`src/rtl/mem_pkg.sv`:
```
// Shared definitions for the data-memory arbiter and related bus arbiters.
// Latency: none (constants only).
// Backpressure: not applicable.
package mem_pkg;

    // Requester identifiers, also used as bit positions in request/grant vectors
    localparam logic [1:0] REQ_CORE = 2'd0;
    localparam logic [1:0] REQ_LOAD = 2'd1;
    localparam logic [1:0] REQ_DISP = 2'd2;

    // Default memory geometry
    localparam int ADDR_W_DEF = 16;
    localparam int DATA_W_DEF = 32;

endpackage

```
`src/rtl/rr_pick3.sv`:
```
// Three-way round-robin selector: picks the first asserted request after lw.
// Latency: purely combinational.
// Backpressure: none; losers simply see their grant bit low.
module rr_pick3
    import mem_pkg::*;
(
    input  logic [2:0] req,
    input  logic [1:0] lw,
    output logic [2:0] gnt
);

    // Search order rotates so the previous winner is considered last
    always_comb begin
        gnt = 3'b000;
        case (lw)
            REQ_CORE: begin
                if      (req[REQ_LOAD]) gnt[REQ_LOAD] = 1'b1;
                else if (req[REQ_DISP]) gnt[REQ_DISP] = 1'b1;
                else if (req[REQ_CORE]) gnt[REQ_CORE] = 1'b1;
            end
            REQ_LOAD: begin
                if      (req[REQ_DISP]) gnt[REQ_DISP] = 1'b1;
                else if (req[REQ_CORE]) gnt[REQ_CORE] = 1'b1;
                else if (req[REQ_LOAD]) gnt[REQ_LOAD] = 1'b1;
            end
            default: begin
                // DISP (and the unused encoding) hand first priority to CORE
                if      (req[REQ_CORE]) gnt[REQ_CORE] = 1'b1;
                else if (req[REQ_LOAD]) gnt[REQ_LOAD] = 1'b1;
                else if (req[REQ_DISP]) gnt[REQ_DISP] = 1'b1;
            end
        endcase
    end

endmodule

```
`src/rtl/dmem_arbiter.sv`:
```
// Shares one single-port BRAM among core, image loader and display reader.
// Latency: grant and memory drive combinational; read data valid 1 cycle after grant.
// Backpressure: losing requesters hold their request; core sees core_stall.
module dmem_arbiter
    import mem_pkg::*;
#(
    parameter int ADDR_W    = ADDR_W_DEF,
    parameter int DATA_W    = DATA_W_DEF,
    parameter int MAX_BURST = 8
) (
    input  logic              clk,
    input  logic              reset,
    input  logic              core_req,
    input  logic              core_we,
    input  logic [ADDR_W-1:0] core_addr,
    input  logic [DATA_W-1:0] core_wdata,
    output logic              core_gnt,
    output logic              core_rvalid,
    output logic              core_stall,
    input  logic              load_req,
    input  logic              load_lock,
    input  logic [ADDR_W-1:0] load_addr,
    input  logic [DATA_W-1:0] load_wdata,
    output logic              load_gnt,
    input  logic              disp_req,
    input  logic              disp_urgent,
    input  logic [ADDR_W-1:0] disp_addr,
    output logic              disp_gnt,
    output logic              disp_rvalid,
    output logic [DATA_W-1:0] rdata,
    output logic              mem_en,
    output logic              mem_we,
    output logic [ADDR_W-1:0] mem_addr,
    output logic [DATA_W-1:0] mem_wdata,
    input  logic [DATA_W-1:0] mem_rdata
);

    localparam logic [7:0] BURST_CAP = 8'(MAX_BURST);

    logic [1:0] lw;
    logic [7:0] bc;
    logic       ba;
    logic [2:0] rr_gnt;
    logic [2:0] gnt;
    logic [1:0] win_id;
    logic       burst_hold;

    rr_pick3 u_rr (
        .req ({disp_req, load_req, core_req}),
        .lw  (lw),
        .gnt (rr_gnt)
    );

    // A locked burst keeps the loader until the beat cap is reached
    assign burst_hold = ba & load_req & load_lock & (bc < BURST_CAP);

    // Winner selection: urgent display, then locked burst, then round-robin
    always_comb begin
        gnt    = rr_gnt;
        win_id = REQ_DISP;
        if (disp_urgent & disp_req) begin
            gnt = 3'b000;
            gnt[REQ_DISP] = 1'b1;
        end else if (burst_hold) begin
            gnt = 3'b000;
            gnt[REQ_LOAD] = 1'b1;
        end
        if (gnt[REQ_CORE])      win_id = REQ_CORE;
        else if (gnt[REQ_LOAD]) win_id = REQ_LOAD;
    end

    assign core_gnt   = gnt[REQ_CORE];
    assign load_gnt   = gnt[REQ_LOAD];
    assign disp_gnt   = gnt[REQ_DISP];
    assign core_stall = core_req & ~core_gnt;
    assign rdata      = mem_rdata;

    // Steer the winner's address/data onto the memory port; idle drives zeros
    always_comb begin
        mem_en    = |gnt;
        mem_we    = 1'b0;
        mem_addr  = '0;
        mem_wdata = '0;
        if (core_gnt) begin
            mem_we    = core_we;
            mem_addr  = core_addr;
            mem_wdata = core_wdata;
        end else if (load_gnt) begin
            mem_we    = 1'b1;
            mem_addr  = load_addr;
            mem_wdata = load_wdata;
        end else if (disp_gnt) begin
            mem_addr  = disp_addr;
        end
    end

    // Arbitration history: last winner pointer and loader burst tracking
    always_ff @(posedge clk or posedge reset) begin
        if (reset) begin
            lw <= REQ_DISP;
            ba <= 1'b0;
            bc <= 8'd0;
        end else begin
            if (|gnt) lw <= win_id;
            if (load_gnt & load_lock) begin
                ba <= 1'b1;
                // A capped loader that wins again by round-robin starts a new burst
                bc <= (bc >= BURST_CAP) ? 8'd1 : bc + 8'd1;
            end else begin
                ba <= 1'b0;
                bc <= 8'd0;
            end
        end
    end

    // Read-return strobes, aligned with the BRAM's one-cycle read latency
    always_ff @(posedge clk or posedge reset) begin
        if (reset) begin
            core_rvalid <= 1'b0;
            disp_rvalid <= 1'b0;
        end else begin
            core_rvalid <= core_gnt & ~core_we;
            disp_rvalid <= disp_gnt;
        end
    end

endmodule
```
`config.mk`:
```
export PLATFORM = sky130hd
export DESIGN_NAME = dmem_arbiter
export DESIGN_NICKNAME = d
export VERILOG_FILES = /design/src/rtl/mem_pkg.sv /design/src/rtl/rr_pick3.sv /design/src/rtl/dmem_arbiter.sv
export SDC_FILE = /design/constraint.sdc
export NUM_CORES = 1
export LEC_CHECK = 0
export CAP_MARGIN = 20
export CORE_AREA = 2 2 92 94
export CTS_BUF_LIST = sky130_fd_sc_hd__clkbuf_16
export DETAILED_ROUTE_END_ITERATION = 7
export DIE_AREA = 0 0 94 96
export PLACE_DENSITY_LB_ADDON = 0.05
export SETUP_SLACK_MARGIN = 0.15
export SYNTH_ARGS = -nofsm -noshare
export SYNTH_HDL_FRONTEND = slang
export SYNTH_HIERARCHICAL = 1
export SYNTH_SLANG_ARGS = --single-unit
```
`constraint.sdc`:
```
create_clock -name clk -period 2.47 [get_ports clk]
set_input_delay 0.3705 -clock clk [delete_from_list [all_inputs] [get_ports clk]]
set_output_delay 0.3705 -clock clk [all_outputs]
set_load 0.005 [all_outputs]
```
==> After elaboration in Yosys (flattened, before gate mapping) <==
Index checks and enable logic that the tools add are counted.
{ "word_totals": {"ram_bits": 0, "inputBits": 152, "latchBits": 0, "mem_count": 0, "reg_bits": 13, "romBits": 0} }
{ "op_classes": {"shift": 0, "n_mul": 0, "muxes": 24, "bitwise": 9, "n_reduce_logical": 2, "n_addsub": 1, "n_div": 0, "magnitude_cmp": 2, "eq_ne": 1} }
{ "op_table": {"columns": ["operator", "count"], "rows": [
  ["$mux W32", 2],
  ["$mux W16", 3],
  ["$mux W8", 2],
  ["$mux W1", 10],
  ["$add A8 B1 Y8 const B", 1],
  ["$ge A8 B4 Y1 const B", 1],
  ["$lt A8 B4 Y1 const B", 1],
  ["$mux W2", 4],
  ["$and A1 B1 Y1", 7],
  ["$mux W3", 2],
  ["$pmux W3 S2", 1],
  ["$reduce_or A3 Y1", 1],
  ["$eq A2 B1 Y1 const B", 1],
  ["$logic_not A2 Y1", 1],
  ["$not A1 Y1", 2]
]} }

==> Depth between registers and ports, before layout <==
{ "logic_depth": {"depth_word": 9, "depth_mapped": 8, "mapped_depth_nobuf": 6} }

==> Cells and area by module <==
Netlist, hierarchy kept.
{ "by_module_without_submodules": {"columns": ["mod", "instances", "cells_each", "seq_area_each_um2", "area_each_um2"], "rows": [
  ["dmem_arbiter", 1, 160, 326.6, 1471.4],
  ["rr_pick3", 1, 7, 0.0, 51.3]
]} }

==> Worst setup path after synthesis <==
Ideal clock, no wire load.
{ "synth_path": {"path_kind": "register to output", "from": "register lw[1]", "to": "output mem_addr[10]", "path_slack_ps": 113, "arrival_time_ps": 1987, "stages_incl_launch_ff": 7, "n_path_buf": 1, "cell_sequence": "dfstp_2 and2b_2 o31ai_1 a21oi_2 a31o_4 buf_6 a221o_1"} }
{ "synth_lines": {"columns": ["item", "line", "source"], "rows": [
  ["start: declaration", "dmem_arbiter.sv:40", "logic [1:0] lw;"],
  ["start signal: assignment", "dmem_arbiter.sv:104", "if (|gnt) lw <= win_id;"],
  ["$eq A2 B1 Y1 or $logic_not A2 Y1 (tied branches)", "rr_pick3.sv:15", "case (lw)"],
  ["$pmux W3 S2 *", "rr_pick3.sv:15", null],
  ["named net rr_gnt[1]", "dmem_arbiter.sv:43", "logic [2:0] rr_gnt;"],
  ["$mux W3 *", "dmem_arbiter.sv:64", "end else if (burst_hold) begin"],
  ["$mux W3 *", "dmem_arbiter.sv:61", "if (disp_urgent & disp_req) begin"],
  ["$mux W16 *", "dmem_arbiter.sv:88", "end else if (load_gnt) begin"],
  ["$mux W16 *", "dmem_arbiter.sv:84", "if (core_gnt) begin"],
  ["end: declaration", "dmem_arbiter.sv:33", "output logic [ADDR_W-1:0] mem_addr,"]
]} }
The timed path passes the listed nets; every way through them passes the cells marked *.

==> Worst setup path after layout <==
{ "layout_path": {"from": "register lw[1]", "to": "output mem_addr[3]"} }
{ "layout_lines": {"columns": ["item", "line"], "rows": [
  ["$eq A2 B1 Y1 or $logic_not A2 Y1 (tied branches)", "rr_pick3.sv:15"],
  ["$pmux W3 S2 *", "rr_pick3.sv:15"],
  ["named net rr_gnt[0]", "dmem_arbiter.sv:43"],
  ["$mux W3 *", "dmem_arbiter.sv:64"],
  ["$mux W3 *", "dmem_arbiter.sv:61"],
  ["$mux W16 *", "dmem_arbiter.sv:84"]
]} }
Marked as above.

==> summary.md <==
| Metric | Value |
|---|---|
| DRT Pass-1 Iters | 4 |
| Startpoint Class | flop |
| Post-DP HPWL | 6579 µm |
| First-pass GRT wire length | 12,860 µm |
| Post-synth top area share | 0.1972 |
| Post-layout instance count excluding filler cells | 477 |
| CTS tree | built |
| Tmin final | 2.726 ns |
| Largest net degree at the start of global routing | 14 |
| Total Power | 0.001729 W |
| Asr flop ratio synth | 1.000 |
| FMAX | 366.8 MHz |
| Main area contributors after synthesis | dfrtp_1 (20%), a22o_1 (18%), buf_4 (17%), and2_1 (7.4%), a221o_1 (6.6%) |
| Crit end category | output pin |
| Gp weighted congestion | 0.7498 |
| Top cells by count, synth | buf_4 (34), a22o_1 (32), and2_1 (18), dfrtp_1 (12), a221o_1 (10) |
| Worst Path Required | 2.10 ns |
| Period utilisation layout | 1.104 |
| Initial antenna violation count | 0 |
| CTS Hold Bufs | 0 |
| Initial Utilization | 0.1891 |
| Post-synthesis sequential area ratio | 0.2145 |
| DRT Wirelength | 9294 µm |
| Status | finished with violations |
| Core area | 8051 µm² |
| Max-cap violations | 0 |
| CP arrival | 2.36 ns |
| Via/cell ratio | 4.432 |
| Cell variety after synth | 38 |
| Failing checks | negative setup slack |
| Setup violators final | 52 |
| CTS buffer count | 3 |
| Vias | 2,114 |
| Final antenna diode count | 0 |
| Min-Delay Path Class | input port to asynchronous set/reset pin |
| Sink Count | 13 |
| Clock root cell | clkbuf_16 |
| Pwr dens | 440.1 nW/µm² |
| Vias in the first global route | 2,101 |
| Crit path max fanout | 5 |
| Gr ovfl total | 0 |
| Peak supply drop | 0.3898 mV |
| I/O pins | 240 |
| Clock buffer depth | 2 |
| GRT Total Usage | 0.1896 |
| Post-Syn Area | 1523 µm² |
| Area leader, netlist | dfrtp_1 |
| Setup ws final | -0.2561 ns |
| Clk Latency, worst-skew pair | 0.24 ns |
| DRC | 0 |
| Routed length on met3 | 1030 µm |
| Top-count cell post-synth | buf_4 |
| Placed Cells | 425 |
| Cell count after synthesis | 167 |
| WS Path Type | flop to output pin |
| FP Rows | 33 |
| Die height | 96 µm |
| Static leakage | 1.833 nW |
| Hold Vio Cnt, Final | 0 |
| Starting DRT DRC Count | 51 |
| Die width | 94 µm |
| RSZ-0062 raised after global routing | yes |
| Routed len/inst | 19.48 µm |
| Routed Antenna Nets | 0 |
| Met2 WL | 4237 µm |
| Fin. max-slew vios | 0 |
| DR top layer | met4 |
| M1 WL | 3992 µm |
| Yosys warning count | 6 |
| Die ar. | 9024 µm² |
| H-tree depth | 1 |
| Ys flop type | dfrtp_1 |
| Nets | 527 |
| PortBufs | 175 |
| Clock Pin Slew Worst Setup and Hold Paths | 0.04 ns |
| Post-synthesis register bit count | 13 |
| Number of synthesized flops with an enable pin | 0 |
| Worst Skew | 0.003420 ns |
| Syn-to-layout area delta | 158.0% |
| Share of cells above drive strength 1 | 0.4059 |
| Syn Area/Cell | 9.118 µm² |
## metal layers
metal,GRT usage,vias to the layer above
met5,0,-
met2,0.2940,124
met1,0.2492,972
li1,-,1012
met4,0.02536,0
met3,0.08536,6
## cells in the final DEF (no fill, tap or decap), types with 3 or more instances in the layout
master / n
nor2b_1: 3
and2_1: 18
clkdlybuf4s50_1: 117
a22o_1: 29
dfrtp_1: 12
a221o_1: 10
buf_16: 6
conb_1: 4
clkbuf_2: 4
a22o_4: 3
nor2_1: 4
buf_4: 21
a221o_2: 6
buf_6: 30
buf_12: 9
clkbuf_16: 4
buf_2: 44
inv_1: 4
buf_8: 4
## flip-flops by register name, indices dropped and copies added, names as in the netlist
| register | cells |
|---|---|
| bc | 8 |
| ba | 1 |
| lw | 2 |
| disp_rvalid | 1 |
| core_rvalid | 1 |
## cells by family (layout without fill, tap and decap cells)
| logic type | Yosys count | count (layout) | share of synthesized area |
|---|---|---|---|
| adders and majority gates | 2 | 2 | 0.01643 |
| and+or+nand+nor | 40 | 40 | 0.1816 |
| DFF | 13 | 13 | 0.2145 |
| xor gates and xnor gates | 1 | 1 | 0.005753 |
| buffers and inverters | 49 | 250 | 0.2145 |
| other | 1 | 4 | 0.002463 |
| AOI/OAI and AO/OA | 61 | 62 | 0.3648 |
## critical path, stage by stage (launching register included)
cell     delay [ns]
dfstp_2        0.54
and2b_2        0.25
and3b_1        0.25
inv_2          0.08
nand2_2        0.09
a21oi_4        0.06
buf_12         0.14
buf_8          0.13
buf_8          0.12
a221o_2        0.34
buf_6          0.12
## power breakdown
| part | internal [W] | switching, W |
|---|---|---|
| Combinational | 0.000779 | 0.000404 |
| Clock | 0.000215 | 0.0000855 |
| Sequential | 0.000234 | 0.0000114 |
## repair_timing
action / in CTS / in global routing
pin swaps: 21 / 31
endpoints found under the hold margin: 0 / 0
setup buffers: 31 / 8
gates cloned: 8 / 1
endpoints found under the setup margin: 54 / 54
gates resized for setup: 253 / 20
## cell type report
type                            count  area (µm²)
Clock inverter                      1       5.005
Timing Repair Buffer              241        2390
Inverter                            5       18.77
Sequential cell                    13       326.6
Tap cell                          105       131.4
Clock buffer                        3       75.07
Multi-Input combinational cell    109       982.2
Fill cell                         782        4123
## worst paths after layout
| kind | start | end | slack (ns) | cells past startpoint |
|---|---|---|---|---|
| min in group clk | load_lock | ba$_DFF_PP0_ | 0.51 | 3 |
| hold reg to reg | bc[0]$_DFF_PP0_ | bc[0]$_DFF_PP0_ | 0.53 | 1 |
| hold / removal | reset | bc[4]$_DFF_PP0_ | 0.45 | 2 |
| setup / recovery | lw[1]$_DFFE_PP1P_ | mem_addr[3] | -0.26 | 10 |
| max in group asynchronous | reset | lw[1]$_DFFE_PP1P_ | 1.66 | 2 |
| setup reg to reg | lw[1]$_DFFE_PP1P_ | core_rvalid$_DFF_PP0_ | 0.41 | 10 |
## through the flow
step	cell area, µm²	setup slack (ns)	utilization	hold WS (ns)	TNS (ns)
floorplan	1539	0.1559	-	0.2467	0
global placement	3288	-0.7555	0.4084	0.5149	-34.85
detailed placement	3288	-0.7730	0.4084	0.5143	-36.35
CTS	3786	-0.2698	0.4702	0.4676	-8.445
global route	3929	-0.3318	0.4880	0.5123	-13.58
finish	3929	-0.2561	0.4880	0.4529	-9.138
No activity file was read; power rests on OpenSTA's default activity.
